$ cat config.mk
export PLATFORM = sky130hd
export DESIGN_NAME = cam_capture_ctrl_flat
export DESIGN_NICKNAME = d
export VERILOG_FILES = /design/src/rtl/cam_pkg.sv /design/src/rtl/cam_capture_ctrl_if.sv /design/src/rtl/cam_sync_edge.sv /design/src/rtl/cam_capture_ctrl.sv /design/src/flat_wrapper.sv
export SDC_FILE = /design/constraint.sdc
export NUM_CORES = 1
export LEC_CHECK = 0
export BUFFER_PORTS_ARGS = -buffer_cell sky130_fd_sc_hd__buf_2
export CAP_MARGIN = 20
export CORE_UTILIZATION = 50
export DETAILED_ROUTE_END_ITERATION = 8
export PLACE_DENSITY_LB_ADDON = 0.3
export RECOVER_POWER = 25
export SLEW_MARGIN = 20
export SYNTH_ARGS = -nofsm -noshare
export SYNTH_HDL_FRONTEND = slang
export SYNTH_SLANG_ARGS = --single-unit
export TNS_END_PERCENT = 1
$ cat constraint.sdc
create_clock -name clk -period 2.5 [get_ports clk]
set_input_delay 0.5 -clock clk [delete_from_list [all_inputs] [get_ports clk]]
set_output_delay 0.5 -clock clk [all_outputs]
set_load 0.005 [all_outputs]
$ cat src/rtl/cam_pkg.sv
// Shared types and sizing for the camera frame-capture controller.
// Defaults describe a 640x480 8-bit frame.
package cam_pkg;

  typedef enum logic [2:0] {
    IDLE,
    ARM,
    WAIT_SOF,
    CAPTURE,
    DONE
  } cam_state_e;

  localparam int H_ACTIVE_DEF = 640;
  localparam int V_ACTIVE_DEF = 480;
  localparam int FRAME_BYTES  = H_ACTIVE_DEF * V_ACTIVE_DEF;

  localparam logic [9:0] LINE_MAX = 10'h3FF;

  function automatic int addr_w_for(input int bytes);
    return (bytes <= 2) ? 1 : $clog2(bytes);
  endfunction

  localparam int ADDR_W_DEF = addr_w_for(FRAME_BYTES);

endpackage

$ cat src/rtl/cam_capture_ctrl_if.sv
// Camera pin bundle plus frame-buffer write port.
// master = capture controller, slave = camera/RAM side.
interface cam_capture_ctrl_if
  import cam_pkg::*;
#(
  parameter int ADDR_W = ADDR_W_DEF
) ();

  logic              cam_vsync;
  logic              cam_href;
  logic              cam_pclk;
  logic [7:0]        cam_data;
  logic              mem_we;
  logic [ADDR_W-1:0] mem_addr;
  logic [7:0]        mem_wdata;

  modport master (
    input  cam_vsync,
    input  cam_href,
    input  cam_pclk,
    input  cam_data,
    output mem_we,
    output mem_addr,
    output mem_wdata
  );

  modport slave (
    output cam_vsync,
    output cam_href,
    output cam_pclk,
    output cam_data,
    input  mem_we,
    input  mem_addr,
    input  mem_wdata
  );

endinterface

$ cat src/rtl/cam_sync_edge.sv
// Multi-stage synchronizer with registered rise/fall detect.
// sync_o is delayed one cycle so it lines up with rise_o/fall_o.
module cam_sync_edge #(
  parameter int WIDTH       = 3,
  parameter int SYNC_STAGES = 2
) (
  input  logic             clk,
  input  logic             reset,
  input  logic [WIDTH-1:0] async_i,
  output logic [WIDTH-1:0] sync_o,
  output logic [WIDTH-1:0] rise_o,
  output logic [WIDTH-1:0] fall_o
);

  logic [SYNC_STAGES-1:0][WIDTH-1:0] chain_q, chain_d;
  logic [WIDTH-1:0] dly_q, dly_d;
  logic [WIDTH-1:0] rise_q, rise_d;
  logic [WIDTH-1:0] fall_q, fall_d;
  logic [WIDTH-1:0] s;

  assign s = chain_q[SYNC_STAGES-1];

  always_comb begin
    chain_d = {chain_q[SYNC_STAGES-2:0], async_i};
    dly_d   = s;
    rise_d  = s & ~dly_q;
    fall_d  = ~s & dly_q;
  end

  always_ff @(posedge clk or negedge reset) begin
    if (!reset) begin
      chain_q <= '0;
      dly_q   <= '0;
      rise_q  <= '0;
      fall_q  <= '0;
    end else begin
      chain_q <= chain_d;
      dly_q   <= dly_d;
      rise_q  <= rise_d;
      fall_q  <= fall_d;
    end
  end

  assign sync_o = dly_q;
  assign rise_o = rise_q;
  assign fall_o = fall_q;

endmodule

$ cat src/rtl/cam_capture_ctrl.sv
// Frame-capture sequencer: arms on start, syncs to a Vsync boundary,
// writes one frame of pixels to sequential RAM addresses.
module cam_capture_ctrl
  import cam_pkg::*;
#(
  parameter int H_ACTIVE    = H_ACTIVE_DEF,
  parameter int V_ACTIVE    = V_ACTIVE_DEF,
  parameter int ADDR_W      = addr_w_for(H_ACTIVE * V_ACTIVE),
  parameter int SYNC_STAGES = 2
) (
  input  logic                clk,
  input  logic                reset,
  input  logic                start,
  input  logic                abort,
  cam_capture_ctrl_if.master  bus,
  output logic                busy,
  output logic                done,
  output logic                err_short,
  output logic                err_over,
  output logic [9:0]          line_cnt
);

  localparam int CNT_W = ADDR_W + 1;
  localparam logic [CNT_W-1:0] FRAME = CNT_W'(H_ACTIVE * V_ACTIVE);

  logic [2:0] cam_s, cam_r, cam_f;

  cam_sync_edge #(
    .WIDTH       (3),
    .SYNC_STAGES (SYNC_STAGES)
  ) u_sync (
    .clk     (clk),
    .reset   (reset),
    .async_i ({bus.cam_vsync, bus.cam_href, bus.cam_pclk}),
    .sync_o  (cam_s),
    .rise_o  (cam_r),
    .fall_o  (cam_f)
  );

  logic vs_rise, vs_fall, href_s, href_fall, pclk_rise;
  assign vs_rise   = cam_r[2];
  assign vs_fall   = cam_f[2];
  assign href_s    = cam_s[1];
  assign href_fall = cam_f[1];
  assign pclk_rise = cam_r[0];

  logic unused_edges;
  assign unused_edges = ^{cam_s[2], cam_s[0], cam_r[1], cam_f[0]};

  // One extra stage keeps data aligned with the registered edge pulses
  logic [SYNC_STAGES:0][7:0] dat_q, dat_d;
  logic [7:0] data_s;
  assign data_s = dat_q[SYNC_STAGES];

  cam_state_e        state_q, state_d;
  logic [CNT_W-1:0]  cnt_q, cnt_d;
  logic [9:0]        line_q, line_d;
  logic              done_q, done_d;
  logic              short_q, short_d;
  logic              over_q, over_d;
  logic              we_q, we_d;
  logic [ADDR_W-1:0] addr_q, addr_d;
  logic [7:0]        wdata_q, wdata_d;

  always_comb begin
    dat_d   = {dat_q[SYNC_STAGES-1:0], bus.cam_data};
    state_d = state_q;
    cnt_d   = cnt_q;
    line_d  = line_q;
    done_d  = done_q;
    short_d = short_q;
    over_d  = over_q;
    we_d    = 1'b0;
    addr_d  = addr_q;
    wdata_d = wdata_q;

    if (abort) begin
      state_d = IDLE;
      cnt_d   = '0;
      line_d  = '0;
      done_d  = 1'b0;
      short_d = 1'b0;
      over_d  = 1'b0;
    end else begin
      unique case (state_q)
        IDLE, DONE: begin
          if (start) begin
            state_d = ARM;
            cnt_d   = '0;
            line_d  = '0;
            done_d  = 1'b0;
            short_d = 1'b0;
            over_d  = 1'b0;
          end
        end
        ARM: begin
          if (vs_rise) state_d = WAIT_SOF;
        end
        WAIT_SOF: begin
          if (vs_fall) begin
            state_d = CAPTURE;
            cnt_d   = '0;
          end
        end
        CAPTURE: begin
          if (pclk_rise && href_s) begin
            if (cnt_q < FRAME) begin
              we_d    = 1'b1;
              addr_d  = cnt_q[ADDR_W-1:0];
              wdata_d = data_s;
              cnt_d   = cnt_q + 1'b1;
            end else begin
              over_d  = 1'b1;
            end
          end
          if (href_fall && line_q != LINE_MAX)
            line_d = line_q + 1'b1;
          // End-of-frame check sees a pixel landing in the same cycle
          if (vs_rise) begin
            state_d = DONE;
            if (cnt_d == FRAME && !over_d) done_d = 1'b1;
            if (cnt_d < FRAME) short_d = 1'b1;
          end
        end
        default: state_d = IDLE;
      endcase
    end
  end

  always_ff @(posedge clk or negedge reset) begin
    if (!reset) begin
      dat_q   <= '0;
      state_q <= IDLE;
      cnt_q   <= '0;
      line_q  <= '0;
      done_q  <= 1'b0;
      short_q <= 1'b0;
      over_q  <= 1'b0;
      we_q    <= 1'b0;
      addr_q  <= '0;
      wdata_q <= '0;
    end else begin
      dat_q   <= dat_d;
      state_q <= state_d;
      cnt_q   <= cnt_d;
      line_q  <= line_d;
      done_q  <= done_d;
      short_q <= short_d;
      over_q  <= over_d;
      we_q    <= we_d;
      addr_q  <= addr_d;
      wdata_q <= wdata_d;
    end
  end

  assign busy = (state_q == ARM) ||
                (state_q == WAIT_SOF) ||
                (state_q == CAPTURE);

  assign done          = done_q;
  assign err_short     = short_q;
  assign err_over      = over_q;
  assign line_cnt      = line_q;
  assign bus.mem_we    = we_q;
  assign bus.mem_addr  = addr_q;
  assign bus.mem_wdata = wdata_q;

endmodule

$ cat src/flat_wrapper.sv
// flat-port wrapper written by rule: the top's interface ports become plain ports
module cam_capture_ctrl_flat import cam_pkg::*;
#(
  parameter int H_ACTIVE    = H_ACTIVE_DEF,
  parameter int V_ACTIVE    = V_ACTIVE_DEF,
  parameter int ADDR_W      = addr_w_for(H_ACTIVE * V_ACTIVE),
  parameter int SYNC_STAGES = 2
)
  (clk, reset, start, abort, busy, done, err_short, err_over, line_cnt, bus_cam_vsync, bus_cam_href, bus_cam_pclk, bus_cam_data, bus_mem_we, bus_mem_addr, bus_mem_wdata);
  cam_capture_ctrl_if #(.ADDR_W(ADDR_W)) bus_i ();
  input  logic clk;
  input  logic reset;
  input  logic start;
  input  logic abort;
  output logic busy;
  output logic done;
  output logic err_short;
  output logic err_over;
  output logic [9:0] line_cnt;
  input wire logic [$bits(bus_i.cam_vsync)-1:0] bus_cam_vsync;
  input wire logic [$bits(bus_i.cam_href)-1:0] bus_cam_href;
  input wire logic [$bits(bus_i.cam_pclk)-1:0] bus_cam_pclk;
  input wire logic [$bits(bus_i.cam_data)-1:0] bus_cam_data;
  output wire logic [$bits(bus_i.mem_we)-1:0] bus_mem_we;
  output wire logic [$bits(bus_i.mem_addr)-1:0] bus_mem_addr;
  output wire logic [$bits(bus_i.mem_wdata)-1:0] bus_mem_wdata;
  assign bus_i.cam_vsync = bus_cam_vsync;
  assign bus_i.cam_href = bus_cam_href;
  assign bus_i.cam_pclk = bus_cam_pclk;
  assign bus_i.cam_data = bus_cam_data;
  assign bus_mem_we = bus_i.mem_we;
  assign bus_mem_addr = bus_i.mem_addr;
  assign bus_mem_wdata = bus_i.mem_wdata;
  cam_capture_ctrl #(.H_ACTIVE(H_ACTIVE), .V_ACTIVE(V_ACTIVE), .ADDR_W(ADDR_W), .SYNC_STAGES(SYNC_STAGES)) u_core (.clk(clk), .reset(reset), .start(start), .abort(abort), .bus(bus_i), .busy(busy), .done(done), .err_short(err_short), .err_over(err_over), .line_cnt(line_cnt));
endmodule
==> impl_summary.log, run 1 <==
[metrics] Cells on Worst Hold Path: 1
[metrics] Detailed Route WL: 9270 µm
[metrics] total inserted antenna cells: 0
[metrics] endpoint type of the worst setup path: flip-flop
[metrics] leading cell type in the layout, fill and taps excluded: dfrtp_1
[metrics] number of iterations in the first detailed-routing pass: 4
[metrics] highest ir drop seen on vdd: 0.439 mV
[metrics] number of cell instances on the worst register-to-register path: 8
[metrics] number of synthesized flops with an enable pin: 0
[metrics] Worst Skew: between 20 and 30 ps
[metrics] antenna violations before repair: 0
[metrics] WP data required: 2800 ps
[metrics] Layout Area Growth over Synthesis: 14.4%
[metrics] number of I/O pins: 57
[metrics] commonest cells after routing, fill and taps aside: dfrtp_1, nand2_1, buf_2
[metrics] cts bufs inserted: 9
[metrics] via count normalized by instance count: 5.45
[metrics] floorplan core area: 8680 µm²
[metrics] number of maximum-capacitance constraint violations: 0
[metrics] max-slew violations: 0
[metrics] Reg2Reg Setup Slack: 200 ps
[metrics] Pwr per Cell Area: 588 nW/µm²
[metrics] overall die area: 9290 µm²
[metrics] remaining global-route overflow: 0
[metrics] pin count of the biggest net entering global routing: 44
[metrics] grt met3 use: 4.46%
[metrics] clock tree root buffer cell: clkbuf_8
[metrics] number of gates resized after cts: 0
[metrics] number of failing hold endpoints at the final stage: 0
[metrics] count of different cell masters after synthesis: 61
[metrics] Yosys warning count: 0
[metrics] row count: 34
[metrics] placer congestion estimate: 0.937
[metrics] min setup slack post-route: 204 ps
[metrics] Seq/Total Area, Yosys: 56.7%
[metrics] leakage power total: 2.40 nW
[metrics] WS Path Type: reg -> reg
[metrics] # H-tree levels: 3
[metrics] Initial Utilization: between 50 and 60%
[metrics] synthesized area per cell: 10.1 µm²
[metrics] global routing usage on met1: 32.0%
[metrics] share of flip-flops with an asynchronous set or reset after synthesis: 100%
[metrics] crit path DAT: 2590 ps
[metrics] TNS Setup: 0 ps
[metrics] Layout Nets: 520
[metrics] Placement Setup Slack: 266 ps
[metrics] drc violations: 0
[metrics] setup repair after global routing missed its margin: no
[metrics] die width: just under 100 µm
[metrics] core occupancy in the finished layout: around three fifths
[metrics] Netlist Area Pre-Place: 4450 µm²
[metrics] Die Span Y: 96.4 µm
[metrics] gr usage total: between 20% and 30%
[metrics] Hold-fix buffers, CTS: 0
[metrics] GRT met2 Usage: 32.8%
[metrics] postcts setup bufs: 0
[metrics] Hold Path Class: in -> reg
[metrics] critical path startpoint category: flip-flop
[metrics] flop and latch count out of synthesis: 101
[metrics] worst slew margin relative to its limit: 26.3%
[metrics] clock network latency to the later pin of the worst-skew pair: ~380 ps
[metrics] Syn Nets: 459
[metrics] via count of the first global-routing pass: about 3,200
[metrics] ratio of final minimum period to clock period: 91.8%
[metrics] final antenna-violating net count: 0
[metrics] TritonCTS clock tree: built
[metrics] setup violation total in the final timing report: 0
[metrics] worst-path fanout max: 8
[metrics] clock transition at the registers of the reported paths: 110 ps
[metrics] final critical path time including I/O delays and setup: around 2300 ps
[metrics] Placed Area: 4870 µm²
[metrics] Max Freq: roughly 0.44 GHz
[metrics] number of buffers on the longest clock path: 2
[metrics] post-route cell area: 5100 µm²
[metrics] quantity of I/O buffers inserted on ports: 56
[metrics] grt peak-use layer: met2
[metrics] wire length of the first global-routing pass: 15,300 µm
[metrics] fraction of final layout cells sized beyond drive strength 1: 22.8%
[metrics] worst slew pin tran: ~1100 ps
[metrics] overall via count from detail_route: 3,359
[metrics] DP Wirelength: 6540 µm
[metrics] top_reg_cell synth: dfrtp_1
[metrics] DRC marker count from the first detailed-route iteration: around 210
[metrics] gate count of the mapped netlist: 442
[metrics] clock net sink count: a little over 100
[metrics] wire length per cell after detailed routing: approximately 15 µm
[metrics] result of the run: finished clean
[Yosys cell counts, types with 2 or more instances]
master | n | area share (%)
clkbuf_1 | 12 | 1.0
o21ai_2 | 2 | 0.39
or3_1 | 2 | 0.28
nor2b_1 | 4 | 0.56
a2111oi_4 | 2 | 1.2
nor4_1 | 6 | 0.84
nor3_1 | 8 | 0.90
xor2_1 | 4 | 0.79
and3_1 | 5 | 0.70
nor2_2 | 2 | 0.28
and2_4 | 2 | 0.39
nand3_1 | 17 | 1.9
a21oi_1 | 15 | 1.7
and2_1 | 2 | 0.28
o31ai_1 | 4 | 0.67
xnor2_1 | 14 | 2.8
o41ai_1 | 2 | 0.39
nand4_1 | 10 | 1.4
nand2b_1 | 2 | 0.28
a31oi_1 | 5 | 0.70
buf_4 | 6 | 1.0
a211oi_1 | 2 | 0.34
o21ai_0 | 37 | 4.2
dfrtp_1 | 101 | 57
buf_2 | 3 | 0.34
inv_1 | 4 | 0.34
a21o_1 | 2 | 0.34
nand2_1 | 96 | 8.1
ha_1 | 2 | 0.56
nor2_1 | 34 | 2.9
buf_6 | 5 | 1.3
[path summary, 6_finish.rpt]
check | end | from
worst max-delay path | u_core.done | u_core.cnt_q[0]
worst min-delay path | u_core.dat_d[8] | bus_cam_data[0]
worst max register to register | u_core.done | u_core.cnt_q[0]
worst min register to register | u_core.u_sync.dly_d[0] | u_core.u_sync.chain_d[3]
max in group asynchronous | u_core.data_s[1] | reset
min in group asynchronous | u_core.bus.mem_addr[1] | reset
[where the power goes]
part	total [W]	internal, W	switching, W
clock	0.00113	0.000499	0.000634
combinational	0.000158	0.0000569	0.000102
sequential	0.00171	0.00168	0.0000269
[cell families (layout without fill, tap and decap cells)]
family,count (synthesis),after routing,synth area share (%)
flops,101,101,56.7
xor+xnor,18,18,3.54
compound gates,85,85,12.9
fa+ha+maj,2,2,0.562
simple gates,203,203,21.9
mux,1,1,0.225
buf+inv,32,98,4.21
[area by class of cell]
class | count | area, µm²
Fill cell | 758 | 3580
Clock buffer | 9 | 124
Sequential cell | 101 | 2530
Timing Repair Buffer | 77 | 450
Tap cell | 108 | 135
Inverter | 5 | 18.8
Multi-Input combinational cell | 309 | 1740
Clock inverter | 7 | 103
[stage by stage]
step                hold WS [ps]  total power, W  std cells
floorplan                    204         0.00181        442
global route                 210         0.00312        616
CTS                          120         0.00303        616
finish                       232         0.00300        616
detailed placement           335         0.00190        600
global placement             332         0.00189        600
[critical path, cell delays in order, from the launching register on]
cell     delay, ps
dfrtp_1        490
ha_1           210
nand3_1        140
or2_4          310
or3_4          350
xnor2_1        170
nand3_1        100
nor4_1         290
a22o_1         170
[per-layer routing]
metal	wire (µm)	vias up
met5	0	-
met1	4460	1619
met3	438	13
met4	140	0
li1	-	1637
met2	4220	90
[flip-flops by register name, summed over array words and instances, names as in the netlist, 3 cells and up]
| signal | count |
|---|---|
| u_core.bus.mem_addr | 19 |
| u_core.bus.mem_wdata | 8 |
| u_core.u_sync.chain_d | 3 |
| u_core.u_sync.dly_d | 3 |
| u_core.dat_d | 16 |
| u_core.data_s | 8 |
| u_core.state_q | 3 |
| u_core.cnt_q | 20 |
| u_core.line_cnt | 10 |
| u_core.u_sync.sync_o | 3 |
Note: power is estimated with default switching activity, not from simulation.
==> run 2: changes to the inputs <==
Settings changed: CORE_ASPECT_RATIO set to 1.2, CORE_UTILIZATION 50 to 38.
==> run 2 against run 1 <==
Final cell count rose by 8.4%; worst setup slack got worse by 11 ps; sequential cell count is the same; routed wire length is 6.7% higher; count of clock-buffer cells in the layout unchanged; power grew 10%; die area is 31% higher; clock power grew 28%; combinational power hardly changed; sequential power is essentially flat; first-iteration DRC count down 14%; highest routed layer unchanged.
==> impl_summary.log, run 2 (synthesis results as in run 1) <==
[metrics] pin count of the biggest net entering global routing: 44 (unchanged)
[metrics] ratio of final minimum period to clock period: 92.3% (was 91.8%)
[metrics] quantity of I/O buffers inserted on ports: 56 (unchanged)
[metrics] antenna violations before repair: 0 (unchanged)
[metrics] WS Path Type: reg -> reg (unchanged)
[metrics] number of maximum-capacitance constraint violations: 0 (unchanged)
[metrics] R2R Path End: u_core.done (unchanged)
[metrics] overall die area: 12,200 µm² (was 9290 µm²)
[metrics] die width: 101 µm (was 96.4 µm)
[metrics] drc violations: 0 (unchanged)
[metrics] clock tree root buffer cell: clkbuf_16 (was clkbuf_8)
[metrics] number of buffers on the longest clock path: 2 (unchanged)
[metrics] Reg2Reg Setup Slack: 190 ps (was 200 ps)
[metrics] reg-to-reg critical path startpoint: u_core.cnt_q[19] (was u_core.cnt_q[0])
[metrics] remaining global-route overflow: 0 (unchanged)
[metrics] via count of the first global-routing pass: 3,401 (was 3,156)
[metrics] highest ir drop seen on vdd: 0.368 mV (was 0.439 mV)
[metrics] Hold Path Class: in -> reg (unchanged)
[metrics] final antenna-violating net count: 0 (unchanged)
[metrics] gr usage total: 17.8% (was 21.7%)
[metrics] clock transition at the registers of the reported paths: 70 ps (was 110 ps)
[metrics] worst slew margin relative to its limit: 26.0% (was 26.3%)
[metrics] clock network latency to the later pin of the worst-skew pair: 350 ps (was 380 ps)
[metrics] worst-path fanout max: 8 (unchanged)
[metrics] wire length per cell after detailed routing: 14.8 µm (was 15.0 µm)
[metrics] Worst Hold Path EP: u_core.dat_d[10] (was u_core.dat_d[8])
[metrics] commonest cells after routing, fill and taps aside: dfrtp_1, nand2_1, buf_2 (unchanged)
[metrics] WP data required: 2780 ps (was 2800 ps)
[metrics] Layout Area Growth over Synthesis: 18.9% (was 14.4%)
[metrics] row count: 42 (was 34)
[metrics] clock net sink count: 101 (unchanged)
[metrics] Max Freq: 0.433 GHz (was 0.436 GHz)
[metrics] crit path DAT: 2590 ps (about the same)
[metrics] Placement Setup Slack: 188 ps (was 266 ps)
[metrics] DP Wirelength: 7070 µm (was 6540 µm)
[metrics] endpoint type of the worst setup path: flip-flop (unchanged)
[metrics] Largest register FFs: 20 (unchanged)
[metrics] TritonCTS clock tree: built (unchanged)
[metrics] Die Span Y: 121 µm (was 96.4 µm)
[metrics] # H-tree levels: 3 (unchanged)
[metrics] most frequent CP cell: a21oi_1 (was nand3_1)
[metrics] number of I/O pins: 57 (unchanged)
[metrics] DRC marker count from the first detailed-route iteration: 182 (was 211)
[metrics] Detailed Route WL: 9890 µm (was 9270 µm)
[metrics] number of cell instances on the worst register-to-register path: 8 (unchanged)
[metrics] max-slew violations: 0 (unchanged)
[metrics] Initial Utilization: 39.6% (was 51.3%)
[metrics] Layout Nets: 526 (was 520)
[metrics] number of failing hold endpoints at the final stage: 0 (unchanged)
[metrics] Hold Worst Slack: 252 ps (was 232 ps)
[metrics] critical path startpoint category: flip-flop (unchanged)
[metrics] number of iterations in the first detailed-routing pass: 4 (unchanged)
[metrics] via count normalized by instance count: 5.10 (was 5.45)
[metrics] setup violation total in the final timing report: 0 (unchanged)
[metrics] setup repair after global routing missed its margin: no (unchanged)
[metrics] worst path cell trace: nand3b_1, a211oi_2, buf_4, a21oi_1, a21oi_1, nand4_1, nor4_1, a22o_1 (was ha_1, nand3_1, or2_4, or3_4, xnor2_1, nand3_1, nor4_1, a22o_1)
[metrics] final critical path time including I/O delays and setup: 2310 ps (was 2300 ps)
[metrics] min-delay src: bus_cam_data[2] (was bus_cam_data[0])
[metrics] floorplan core area: 11,200 µm² (was 8680 µm²)
[metrics] fraction of final layout cells sized beyond drive strength 1: 23.9% (was 22.8%)
[metrics] min setup slack post-route: 193 ps (was 204 ps)
[metrics] TNS Setup: 0 ps (unchanged)
[metrics] total inserted antenna cells: 0 (unchanged)
[metrics] leakage power total: 2.48 nW (was 2.40 nW)
[metrics] Pwr per Cell Area: 625 nW/µm² (was 588 nW/µm²)
[metrics] result of the run: finished clean (unchanged)
[metrics] highest-delay cell along the critical path: dfrtp_1 (unchanged)
[metrics] cts bufs inserted: 9 (unchanged)
[metrics] worst slew pin tran: 1110 ps (about the same)
[metrics] wire length of the first global-routing pass: 16,600 µm (was 15,300 µm)
[metrics] overall via count from detail_route: 3,405 (was 3,359)
[metrics] largest incremental delay on the critical path: 450 ps (was 490 ps)
[metrics] Worst Skew: 7.00 ps (was 25.2 ps)
[metrics] Cells on Worst Hold Path: 1 (unchanged)
[metrics] register with the most flip-flops: u_core.cnt_q (unchanged)
[metrics] placer congestion estimate: 0.887 (was 0.937)
[metrics] leading cell type in the layout, fill and taps excluded: dfrtp_1 (unchanged)
## run 2: cell count changes in the layout (fill, tap and decap cells not counted), sizes merged
cell  change
buf       +6
## run 2: per-layer routing
metal | GRT usage [%] | up-vias | share of wire [%]
met5 | 0 | - | 0
met4 | 7.88 | 0 | 2.6
met3 | 3.70 | 16 | 3.7
met2 | 30.4 | 78 | 50
met1 | 21.6 | 1654 | 43
li1 | - | 1657 | -
## run 2: worst max-delay path by stage
stage	cells past startpoint	from	to	slack, ps
floorplan	9	u_core.cnt_q[0]	u_core.done	390
global placement	8	u_core.cnt_q[15]	u_core.done	140
CTS	8	u_core.cnt_q[19]	u_core.done	140
detailed placement	8	u_core.cnt_q[19]	u_core.done	190
finish	8	u_core.cnt_q[19]	u_core.done	190
global route	8	u_core.cnt_q[19]	u_core.done	0.3
## run 2: worst max-delay path, delay by kind of cell, from the launching register on
| family | cells | cell delay, ps |
|---|---|---|
| AO/OA/AOI/OAI | 4 | 800 |
| AND/OR/NAND/NOR | 3 | 760 |
| flip-flops | 1 | 450 |
| buffers and inverters | 1 | 240 |
## run 2: power by group
group / leakage (nW) / total (W) / internal, W / switching, W
sequential: 1.33 / 0.00170 / 0.00168 / 0.0000254
combinational: 0.998 / 0.000158 / 0.0000554 / 0.000102
clock: 0.155 / 0.00145 / 0.000802 / 0.000646
## run 2: stage by stage
stage	util (%)	power [W]	instances	area, µm²
3_5_place_dp	44.1	0.00190	650	4960
4_1_cts	46.9	0.00337	666	5280
3_3_place_gp	44.1	0.00189	650	4960
2_1_floorplan	-	0.00181	442	4450
6_report	47.1	0.00331	668	5300
5_1_grt	47.1	0.00345	668	5300
## run 2: timing repair
| item | CTS | global route |
|---|---|---|
| buffers inserted | 0 | 2 |
| setup endpoints to repair | 0 | 1 |
| gates resized for setup | 0 | 1 |
| hold buffers | 0 | 0 |
## run 2: area by class of cell
cell class	count	area (µm²)
flip-flops and latches	101	2530
clock inverters	7	92.6
inverters	5	18.8
multi-input cells	309	1750
clock buffers	9	225
well taps	154	193
fillers	1119	5950
repair buffers	83	495
==> run 3: changes to the inputs <==
Settings changed: MAX_ROUTING_LAYER set to met4.
==> run 3 against run 2 <==
The run now ends with capacitance limit, slew limit left; worst setup slack better by 55 ps; via count increased by 0.41%; sequential share of layout area rose by 0.26 points; register-to-register slack gained 60 ps; sequential power barely moved; non-clock buffer count decreased by 2; first-iteration DRC count is 3.8% lower; critical path type unchanged; final cell count down 0.30%; maximum frequency is 2.4% higher; largest cell class unchanged; global-route usage barely moved; clock skew grew 1.7 ps.
==> impl_summary.log, run 3 (synthesis results as in run 1) <==
[metrics] result of the run: finished with violations (was finished clean)
[metrics] violations in the final reports: capacitance limit, slew limit
[metrics] Hold-fix buffers, CTS: 0 (unchanged)
[metrics] number of maximum-capacitance constraint violations: 1 (was 0)
[metrics] remaining global-route overflow: 0 (unchanged)
[metrics] Bufs and invs on worst path: 1 (unchanged)
[metrics] die width: 101 µm (unchanged)
[metrics] number of iterations in the first detailed-routing pass: 4 (unchanged)
[metrics] number of I/O pins: 57 (unchanged)
[metrics] leakage power total: 2.46 nW (was 2.48 nW)
[metrics] Largest register FFs: 20 (unchanged)
[metrics] Detailed Route WL: 9800 µm (was 9890 µm)
[metrics] Layout Nets: 524 (was 526)
[metrics] gr usage total: 17.9% (was 17.8%)
[metrics] WS Path Type: reg -> reg (unchanged)
[metrics] Filler Cell Count: 1,132 (was 1,119)
[metrics] wire length of the first global-routing pass: 16,400 µm (was 16,600 µm)
[metrics] clock net sink count: 101 (unchanged)
[metrics] setup repair after global routing missed its margin: no (unchanged)
[metrics] final critical path time including I/O delays and setup: 2250 ps (was 2310 ps)
[metrics] fraction of final layout cells sized beyond drive strength 1: 23.4% (was 23.9%)
[metrics] crit path from: u_core.cnt_q[19] (unchanged)
[metrics] most frequent CP cell: a21oi_1 (unchanged)
[metrics] largest incremental delay on the critical path: 450 ps (about the same)
[metrics] critical path startpoint category: flip-flop (unchanged)
[metrics] clock tree root buffer cell: clkbuf_16 (unchanged)
[metrics] WP data required: 2790 ps (was 2780 ps)
[metrics] total inserted antenna cells: 0 (unchanged)
[metrics] clock network latency to the later pin of the worst-skew pair: 350 ps (about the same)
[metrics] worst-path fanout max: 8 (unchanged)
[metrics] DRC marker count from the first detailed-route iteration: 175 (was 182)
[metrics] drc violations: 0 (unchanged)
[metrics] floorplan core area: 11,200 µm² (unchanged)
[metrics] Placed Area: 4950 µm² (was 4960 µm²)
[metrics] worst slew margin relative to its limit: -33.6% (was 26.0%)
[metrics] endpoint type of the worst setup path: flip-flop (unchanged)
[metrics] R2R Path End: u_core.done (unchanged)
[metrics] antenna violations before repair: 0 (unchanged)
[metrics] min setup slack post-route: 248 ps (was 193 ps)
[metrics] max-slew violations: 38 (was 0)
[metrics] post-route cell area: 5270 µm² (was 5300 µm²)
[metrics] TritonCTS clock tree: built (unchanged)
[metrics] via count normalized by instance count: 5.13 (was 5.10)
[metrics] # H-tree levels: 3 (unchanged)
[metrics] number of failing hold endpoints at the final stage: 0 (unchanged)
[metrics] worst slew pin tran: 2000 ps (was 1110 ps)
[metrics] Initial Utilization: 39.6% (unchanged)
[metrics] worst path cell trace: nand3b_1, a211oi_2, buf_4, a21oi_1, a21oi_1, nand4_1, nor4_1, a22o_1 (unchanged)
[metrics] wire length per cell after detailed routing: 14.7 µm (was 14.8 µm)
[metrics] Placement Setup Slack: 158 ps (was 188 ps)
[metrics] Worst Skew: 8.68 ps (was 7.00 ps)
[metrics] Hold Path Class: in -> reg (unchanged)
[metrics] ratio of final minimum period to clock period: 90.1% (was 92.3%)
[metrics] quantity of I/O buffers inserted on ports: 56 (unchanged)
[metrics] overall via count from detail_route: 3,419 (was 3,405)
[metrics] Worst Hold Path EP: u_core.dat_d[13] (was u_core.dat_d[10])
[metrics] placer congestion estimate: 0.859 (was 0.887)
[metrics] leading cell type in the layout, fill and taps excluded: dfrtp_1 (unchanged)
[metrics] Reg2Reg Setup Slack: 250 ps (was 190 ps)
[metrics] number of cell instances on the worst register-to-register path: 8 (unchanged)
[metrics] highest ir drop seen on vdd: 0.305 mV (was 0.368 mV)
[metrics] Max Freq: 0.444 GHz (was 0.433 GHz)
[metrics] TNS Setup: 0 ps (unchanged)
[metrics] commonest cells after routing, fill and taps aside: dfrtp_1, nand2_1, buf_2 (unchanged)
[metrics] family with the most delay on the worst path: simple AND/OR/NAND/NOR gates (was compound AO/OA/AOI/OAI gates)
[metrics] overall die area: 12,200 µm² (unchanged)
[metrics] Pwr per Cell Area: 617 nW/µm² (was 625 nW/µm²)
[metrics] DP Wirelength: 7140 µm (was 7070 µm)
[metrics] number of buffers on the longest clock path: 2 (unchanged)
[metrics] Cells on Worst Hold Path: 1 (unchanged)
[metrics] cts bufs inserted: 9 (unchanged)
[metrics] pin count of the biggest net entering global routing: 39 (was 44)
[metrics] core occupancy in the finished layout: 46.9% (was 47.1%)
[metrics] highest-delay cell along the critical path: dfrtp_1 (unchanged)
[metrics] final antenna-violating net count: 0 (unchanged)
[metrics] Layout Area Growth over Synthesis: 18.3% (was 18.9%)
[metrics] setup violation total in the final timing report: 0 (unchanged)
[metrics] via count of the first global-routing pass: 3,315 (was 3,401)
[metrics] min-delay src: bus_cam_data[5] (was bus_cam_data[2])
[metrics] row count: 42 (unchanged)
[metrics] register with the most flip-flops: u_core.cnt_q (unchanged)
[metrics] reg-to-reg critical path startpoint: u_core.cnt_q[19] (unchanged)
[metrics] Die Span Y: 121 µm (unchanged)
[metrics] clock transition at the registers of the reported paths: 80 ps (was 70 ps)
[metrics] crit path DAT: 2540 ps (was 2590 ps)
## run 3: repair_timing
item / 4_1_cts / 5_1_grt
gates resized for setup: 0 / 2
endpoints found under the setup margin: 0 / 1
setup buffers: 0 / 1
## run 3: cell type report
| cell class | instances | area, µm² | share of cell area, % |
|---|---|---|---|
| inverter | 5 | 18.8 | 0.356 |
| tap | 154 | 193 | 3.66 |
| clock inverter | 6 | 65.1 | 1.23 |
| timing repair buffer | 81 | 479 | 9.10 |
| sequential | 101 | 2530 | 48.0 |
| multi-input combinational | 309 | 1750 | 33.2 |
| clock buffer | 10 | 239 | 4.54 |
## run 3: worst max path at each step
stage	to	slack [ps]	depth (start not counted)
finish	u_core.done	250	8
global route	u_core.done	50	8
CTS	u_core.done	140	7
detailed placement	u_core.done	160	7
global placement	u_core.err_short	250	7
floorplan	u_core.done	390	9
## run 3: per-stage QoR
step | cells | power [W] | hold slack (ps)
after global routing | 666 | 0.00338 | 236
final | 666 | 0.00325 | 246
after global placement | 649 | 0.00189 | 333
after floorplan | 442 | 0.00181 | 204
after CTS | 665 | 0.00330 | 117
after detailed placement | 649 | 0.00190 | 335
## run 3: report_power, final
group | leakage [nW] | total (W) | internal (W) | switching, W
logic | 0.982 | 0.000156 | 0.0000557 | 0.000101
clock network | 0.150 | 0.00139 | 0.000734 | 0.000658
registers | 1.33 | 0.00170 | 0.00168 | 0.0000263
total | 2.46 | 0.00325 | 0.00247 | 0.000786
## run 3: layer usage
metal	GRT usage (%)	vias up	share of wire [%]
met3	3.24	27	3.7
met2	29.1	74	50
met5	-	-	0
li1	-	1652	-
met4	6.43	0	2.3
met1	22.3	1666	44
